==> config.mk <==
export PLATFORM = sky130hd
export DESIGN_NAME = fsqrt_arbiter
export DESIGN_NICKNAME = d
export VERILOG_FILES = /design/src/rtl/fsqrt_arbiter.sv
export SDC_FILE = /design/constraint.sdc
export NUM_CORES = 1
export LEC_CHECK = 0
export ABC_AREA = 1
export BUFFER_PORTS_ARGS = -buffer_cell sky130_fd_sc_hd__clkbuf_2
export CELL_PAD_IN_SITES_DETAIL_PLACEMENT = 1
export CELL_PAD_IN_SITES_GLOBAL_PLACEMENT = 1
export CORE_MARGIN = 2
export CORE_UTILIZATION = 33
export CTS_BUF_LIST = sky130_fd_sc_hd__clkbuf_8 sky130_fd_sc_hd__clkbuf_16
export DETAILED_ROUTE_END_ITERATION = 8
export PLACE_DENSITY_LB_ADDON = 0.1
export REMOVE_ABC_BUFFERS = 1
export SETUP_SLACK_MARGIN = 0.1
export SLEW_MARGIN = 10
export SYNTH_ARGS = -nofsm -noshare
export SYNTH_HDL_FRONTEND = slang
export SYNTH_SLANG_ARGS = --single-unit
==> constraint.sdc <==
create_clock -name clk -period 2.4 [get_ports clk]
set_clock_uncertainty 0.1 [all_clocks]
set_input_delay 0 -clock clk [delete_from_list [all_inputs] [get_ports clk]]
set_output_delay 0 -clock clk [all_outputs]
set_load 0.02 [all_outputs]
==> src/rtl/fsqrt_arbiter.sv <==
// fsqrt_arbiter
// Shares one iterative Newton-Raphson single-precision square-root unit
// between two requesters. Arbitration is round-robin. The unit is launched
// with a one-cycle start pulse, its operand is held stable for the whole
// operation, and the result is captured and returned over a valid/ready
// handshake together with the source index and tag. A watchdog forces an
// error result (quiet NaN) if the unit never raises or never drops busy.
//
// Handshake rule (all valid/ready pairs here): a transfer happens on a rising
// clk edge where valid and ready are both high; a producer raising valid keeps
// it and its payload stable until that edge; ready may depend on valid.
//
// Ports
//   clk, clrn                 clock (rising edge), async active-low reset
//   reqN_valid/ready          request handshake, N = 0,1
//   reqN_d, reqN_rm, reqN_tag operand, rounding mode, requester tag
//   sq_d, sq_rm               operand / rounding mode to the sqrt unit (held)
//   sq_fsqrt                  one-cycle start pulse to the sqrt unit
//   sq_ena                    sqrt unit enable (low freezes the unit)
//   sq_busy, sq_s             sqrt unit busy flag and result
//   res_valid/ready           result handshake
//   res_s, res_src, res_tag   captured result, source index, tag
//   res_err                   watchdog fired, res_s forced to 32'h7fc00000
//   op_active                 high in every state except IDLE
//   dbg_state, dbg_rr         FSM state and round-robin pointer, for checkers

module fsqrt_arbiter #(
    parameter int TAG_W    = 4,
    parameter int DONE_LAT = 1,
    parameter int MAX_CYC  = 64
) (
    input  logic             clk,
    input  logic             clrn,
    input  logic             req0_valid,
    output logic             req0_ready,
    input  logic [31:0]      req0_d,
    input  logic [1:0]       req0_rm,
    input  logic [TAG_W-1:0] req0_tag,
    input  logic             req1_valid,
    output logic             req1_ready,
    input  logic [31:0]      req1_d,
    input  logic [1:0]       req1_rm,
    input  logic [TAG_W-1:0] req1_tag,
    output logic [31:0]      sq_d,
    output logic [1:0]       sq_rm,
    output logic             sq_fsqrt,
    output logic             sq_ena,
    input  logic             sq_busy,
    input  logic [31:0]      sq_s,
    output logic             res_valid,
    input  logic             res_ready,
    output logic [31:0]      res_s,
    output logic             res_src,
    output logic [TAG_W-1:0] res_tag,
    output logic             res_err,
    output logic             op_active,
    output logic [2:0]       dbg_state,
    output logic             dbg_rr
);

    typedef enum logic [2:0] {
        S_IDLE  = 3'd0,
        S_START = 3'd1,
        S_RUN   = 3'd2,
        S_DRAIN = 3'd3,
        S_DONE  = 3'd4
    } state_t;

    localparam logic [7:0]  WD_LAST  = 8'(MAX_CYC - 1);
    localparam logic [2:0]  DLAT     = 3'(DONE_LAT);
    localparam logic [31:0] QNAN     = 32'h7fc00000;

    state_t             state;
    logic               rr;
    logic               seen_busy;
    logic [7:0]         wdog;
    logic [2:0]         dcnt;
    logic               src_q;
    logic [TAG_W-1:0]   tag_q;

    logic               grant_vld;
    logic               grant_idx;
    logic [31:0]        sel_d;
    logic [1:0]         sel_rm;
    logic [TAG_W-1:0]   sel_tag;
    logic [7:0]         wdog_nxt;
    logic               wdog_hit;

    // Grant: requester at rr first, otherwise the other one. Only in IDLE.
    always_comb begin
        grant_vld = 1'b0;
        grant_idx = 1'b0;
        if (state == S_IDLE) begin
            if (rr == 1'b0) begin
                if (req0_valid) begin
                    grant_vld = 1'b1;
                    grant_idx = 1'b0;
                end else if (req1_valid) begin
                    grant_vld = 1'b1;
                    grant_idx = 1'b1;
                end
            end else begin
                if (req1_valid) begin
                    grant_vld = 1'b1;
                    grant_idx = 1'b1;
                end else if (req0_valid) begin
                    grant_vld = 1'b1;
                    grant_idx = 1'b0;
                end
            end
        end
    end

    assign req0_ready = grant_vld & ~grant_idx;
    assign req1_ready = grant_vld &  grant_idx;

    assign sel_d   = grant_idx ? req1_d   : req0_d;
    assign sel_rm  = grant_idx ? req1_rm  : req0_rm;
    assign sel_tag = grant_idx ? req1_tag : req0_tag;

    // The watchdog fires on the edge where the count would become MAX_CYC-1,
    // so res_valid rises exactly MAX_CYC cycles after the START cycle.
    assign wdog_nxt = wdog + 8'd1;
    assign wdog_hit = (wdog_nxt == WD_LAST);

    assign op_active = (state != S_IDLE);
    assign dbg_state = state;
    assign dbg_rr    = rr;

    always_ff @(posedge clk or negedge clrn) begin
        if (!clrn) begin
            state     <= S_IDLE;
            rr        <= 1'b0;
            seen_busy <= 1'b0;
            wdog      <= 8'd0;
            dcnt      <= 3'd0;
            src_q     <= 1'b0;
            tag_q     <= '0;
            sq_d      <= 32'd0;
            sq_rm     <= 2'd0;
            sq_fsqrt  <= 1'b0;
            sq_ena    <= 1'b0;
            res_valid <= 1'b0;
            res_s     <= 32'd0;
            res_src   <= 1'b0;
            res_tag   <= '0;
            res_err   <= 1'b0;
        end else begin
            sq_fsqrt <= 1'b0;
            case (state)
                S_IDLE: begin
                    if (grant_vld) begin
                        sq_d     <= sel_d;
                        sq_rm    <= sel_rm;
                        tag_q    <= sel_tag;
                        src_q    <= grant_idx;
                        rr       <= ~grant_idx;
                        sq_fsqrt <= 1'b1;
                        sq_ena   <= 1'b1;
                        state    <= S_START;
                    end
                end
                S_START: begin
                    seen_busy <= 1'b0;
                    wdog      <= 8'd0;
                    state     <= S_RUN;
                end
                S_RUN: begin
                    wdog <= wdog_nxt;
                    if (wdog_hit) begin
                        res_s     <= QNAN;
                        res_err   <= 1'b1;
                        res_src   <= src_q;
                        res_tag   <= tag_q;
                        res_valid <= 1'b1;
                        sq_ena    <= 1'b0;
                        state     <= S_DONE;
                    end else begin
                        if (sq_busy) begin
                            seen_busy <= 1'b1;
                        end
                        // Busy has risen and fallen again: the unit finished.
                        if (seen_busy && !sq_busy) begin
                            if (DONE_LAT == 0) begin
                                res_s     <= sq_s;
                                res_err   <= 1'b0;
                                res_src   <= src_q;
                                res_tag   <= tag_q;
                                res_valid <= 1'b1;
                                sq_ena    <= 1'b0;
                                state     <= S_DONE;
                            end else begin
                                dcnt  <= DLAT;
                                state <= S_DRAIN;
                            end
                        end
                    end
                end
                S_DRAIN: begin
                    wdog <= wdog_nxt;
                    if (wdog_hit) begin
                        res_s     <= QNAN;
                        res_err   <= 1'b1;
                        res_src   <= src_q;
                        res_tag   <= tag_q;
                        res_valid <= 1'b1;
                        sq_ena    <= 1'b0;
                        state     <= S_DONE;
                    end else if (dcnt == 3'd0) begin
                        res_s     <= sq_s;
                        res_err   <= 1'b0;
                        res_src   <= src_q;
                        res_tag   <= tag_q;
                        res_valid <= 1'b1;
                        sq_ena    <= 1'b0;
                        state     <= S_DONE;
                    end else begin
                        dcnt <= dcnt - 3'd1;
                    end
                end
                S_DONE: begin
                    // Going back through IDLE gives one idle cycle between
                    // the result handshake and the next accept.
                    if (res_ready) begin
                        res_valid <= 1'b0;
                        state     <= S_IDLE;
                    end
                end
                default: begin
                    state <= S_IDLE;
                end
            endcase
        end
    end

endmodule

==> impl_metrics.ini <==
[power]
ir_worst_vdd_uv = 520
p_int_mw = 4.84
p_sw_mw = 3.77
pwr-share-clk = 0.199
combPwrFrac = 0.478
p_seq_frac = 0.323
power_mw = 8.61
p_leak_nw = 3.58
power_density_mw_per_mm2 = 1220
swShare = 0.438

[finish]
final_cells = 1002
final_cell_mix = nand2_1, clkbuf_2, dlygate4sd3_1
drive_gt1_frac = 0.298
syn2layout_area_growth_pct = 63.3
utilization = 0.556
nNetsFinal = 943
layout_commonest_cell = nand2_1
diodes = 0

[placed_design]
port_buffers = 195
dp_hpwl_um = 9990
dpl_worst_slack_ns = 0.255
dp_cells = 872
place_congestion = 0.775

[critical_path]
endpoint = req0_ready
critPathKind = flop to output pin
crit_start = dbg_state[1]$_DFFE_PN0P_
required_ns = 2.30
reg2reg_slack_ns = 0.27
cp-end-kind = output pin
r2r_start = dbg_state[1]$_DFFE_PN0P_
timing.rr.end = sq_d[29]$_DFFE_PN0P_
startpoint_type = flop
crit_fanout = 33
rr_worst_depth = 8
cp.arrival_ns = 2.04

[clock_tree]
clock_sinks = 96
clk_pin_slew_ns = 0.07
clockBufferDepth = 2
cts_buffers = 9
insertion_delay_ns = 0.34
post-cts-setup-buffers = 0
cts_tree = done
root_buffer = clkbuf_16
htreeDepth = 3

[yosys]
yosys_warnings = 0
yosys.cell_types.count = 27
ys_seq_area_frac = 0.557
synth_seq_cells = 96
syn-cell-area_sq_mm = 0.00431
synth.avg_cell_area_sq_um = 8.34
synthCells = 517

[drt]
viasPerCell = 4.79
wl_um = 16800
drc_errors = 0
dr.first_iter.drc_count = 202
drtAntennaViolNets = 0
wire_per_inst_um = 16.7
firstDrtPassIters = 6
vias = 4804

[global_route]
grt_pass1_vias = 5401
grt_pass1_wl_um = 27700
track_usage = 0.249
grt_antenna_before_repair = 0
grt_overflow = 0
grt_max_degree = 61

[run_status]
outcome = finished, final reports clean

[floorplan]
initial_core_util = 0.340
ios = 196
fp.dieW_um = 118
rows = 41
die_h_um = 118
die-area_sq_mm = 0.0140
core_area_sq_mm = 0.0127

[timing]
slew_headroom = 0.547
rsz0062_at_grt = no
tightest_slew_ns = 0.680
maxSlewViolCount = 0
setup_violations = 0
clock.fmax_mhz = 468
period_share = 0.891
fin_hold_ws_ns = 0.129
fin_ws_ns = 0.261
hold_violations = 0
period_minus_slack_ns = 2.14

[min_path]
min_path_type = primary input to async pin

[flow_run]
max_cap_violations = 0
-- Yosys cell counts --
master	n	area, sq um
nor2_4	1	11.3
nand2_1	197	739
buf_2	5	25.0
o21ai_0	18	90.1
buf_6	5	56.3
o21ai_2	11	96.3
o22ai_1	2	12.5
or2_2	1	6.26
a21boi_0	1	7.51
nand4_1	2	12.5
nor2_1	27	101
o21bai_1	1	7.51
xnor2_1	1	8.76
nor3_1	1	5.00
nand3_2	1	10.0
nand3_1	67	335
dfrtp_1	96	2400
o211ai_1	3	22.5
clkbuf_1	14	52.6
inv_2	1	3.75
clkinv_1	1	3.75
o21ai_1	22	110
clkbuf_2	1	5.00
ha_1	4	50.1
nand2_2	1	6.26
inv_1	28	105
a21oi_1	5	25.0
-- state kept, by name, summed over array words and instances (netlist names) --
register and cells:
res_s 32, sq_d 32, sq_ena 1, seen_busy 1, dbg_rr 1, src_q 1, res_valid 1, dbg_state 3
tag_q 4, res_err 1, dcnt 3, sq_fsqrt 1, sq_rm 2, wdog 8, res_tag 4, res_src 1
-- repair_timing --
item / CTS / global route
setup endpoints to repair: 2 / 22
hold buffers: 113 / 0
gates cloned: 0 / 1
resized for setup: 1 / 8
endpoints found under the hold margin: 120 / 0
-- kinds of logic (layout without fill, tap and decap cells) --
logic type,count (synthesis),after routing,share of synthesized area
DFF,96,96,0.557
xor gates and xnor gates,1,1,0.00203
and+or+nand+nor,298,298,0.285
adders and majority gates,4,4,0.0116
AOI/OAI and AO/OA,63,63,0.0862
buffers and inverters,55,368,0.0583
-- layout make-up --
class / instances / area, sq um
well taps: 172 / 215
clock inverters: 5 / 103
multi-input cells: 366 / 1680
repair buffers: 322 / 2280
inverters: 30 / 113
fillers: 1508 / 5630
clock buffers: 11 / 253
flip-flops and latches: 96 / 2400
-- worst min-delay path by stage --
stage,startpoint,endpoint,slack (ns),cells past startpoint
4_1_cts,clrn,res_s[9]$_DFFE_PN0P_,0.15,2
6_report,clrn,res_s[9]$_DFFE_PN0P_,0.13,2
3_3_place_gp,clrn,res_s[9]$_DFFE_PN0P_,-0.01,1
5_1_grt,clrn,res_s[9]$_DFFE_PN0P_,0.20,2
3_5_place_dp,clrn,res_s[9]$_DFFE_PN0P_,-0.02,1
2_1_floorplan,clrn,dbg_rr$_DFFE_PN0P_,-0.40,0
-- routing by layer --
metal	track usage	part of all wire	vias to the layer above
met5	0	0	-
met4	0.0971	0.023	0
met3	0.0579	0.057	29
met2	0.434	0.50	170
met1	0.296	0.42	2329
li1	-	-	2276
-- stage by stage --
stage          TNS (ns)  instance area, sq um
6_report              0                  7040
5_1_grt               0                  7040
4_1_cts               0                  6990
3_5_place_dp          0                  5500
3_3_place_gp          0                  5500
2_1_floorplan    -54.84                  4170
-- power by group through the flow --
stage,Sequential (mW),Clock (mW),Combinational (mW)
3_3_place_gp,2.75,0,3.65
3_5_place_dp,2.78,0,3.76
6_report,2.78,1.71,4.11
5_1_grt,2.87,1.81,4.53
2_1_floorplan,3.47,0,1.55
4_1_cts,2.76,1.75,3.96
-- critical path, cell delays in order, from the launching register on --
cell and delay [ns]:
dfrtp_1 0.43, nor2_2 0.16, inv_1 0.07, nor2_1 0.16, nand2_1 0.15, nor2_4 0.28, buf_12 0.23, clkbuf_2 0.20
(Power assumes the default switching activity.)
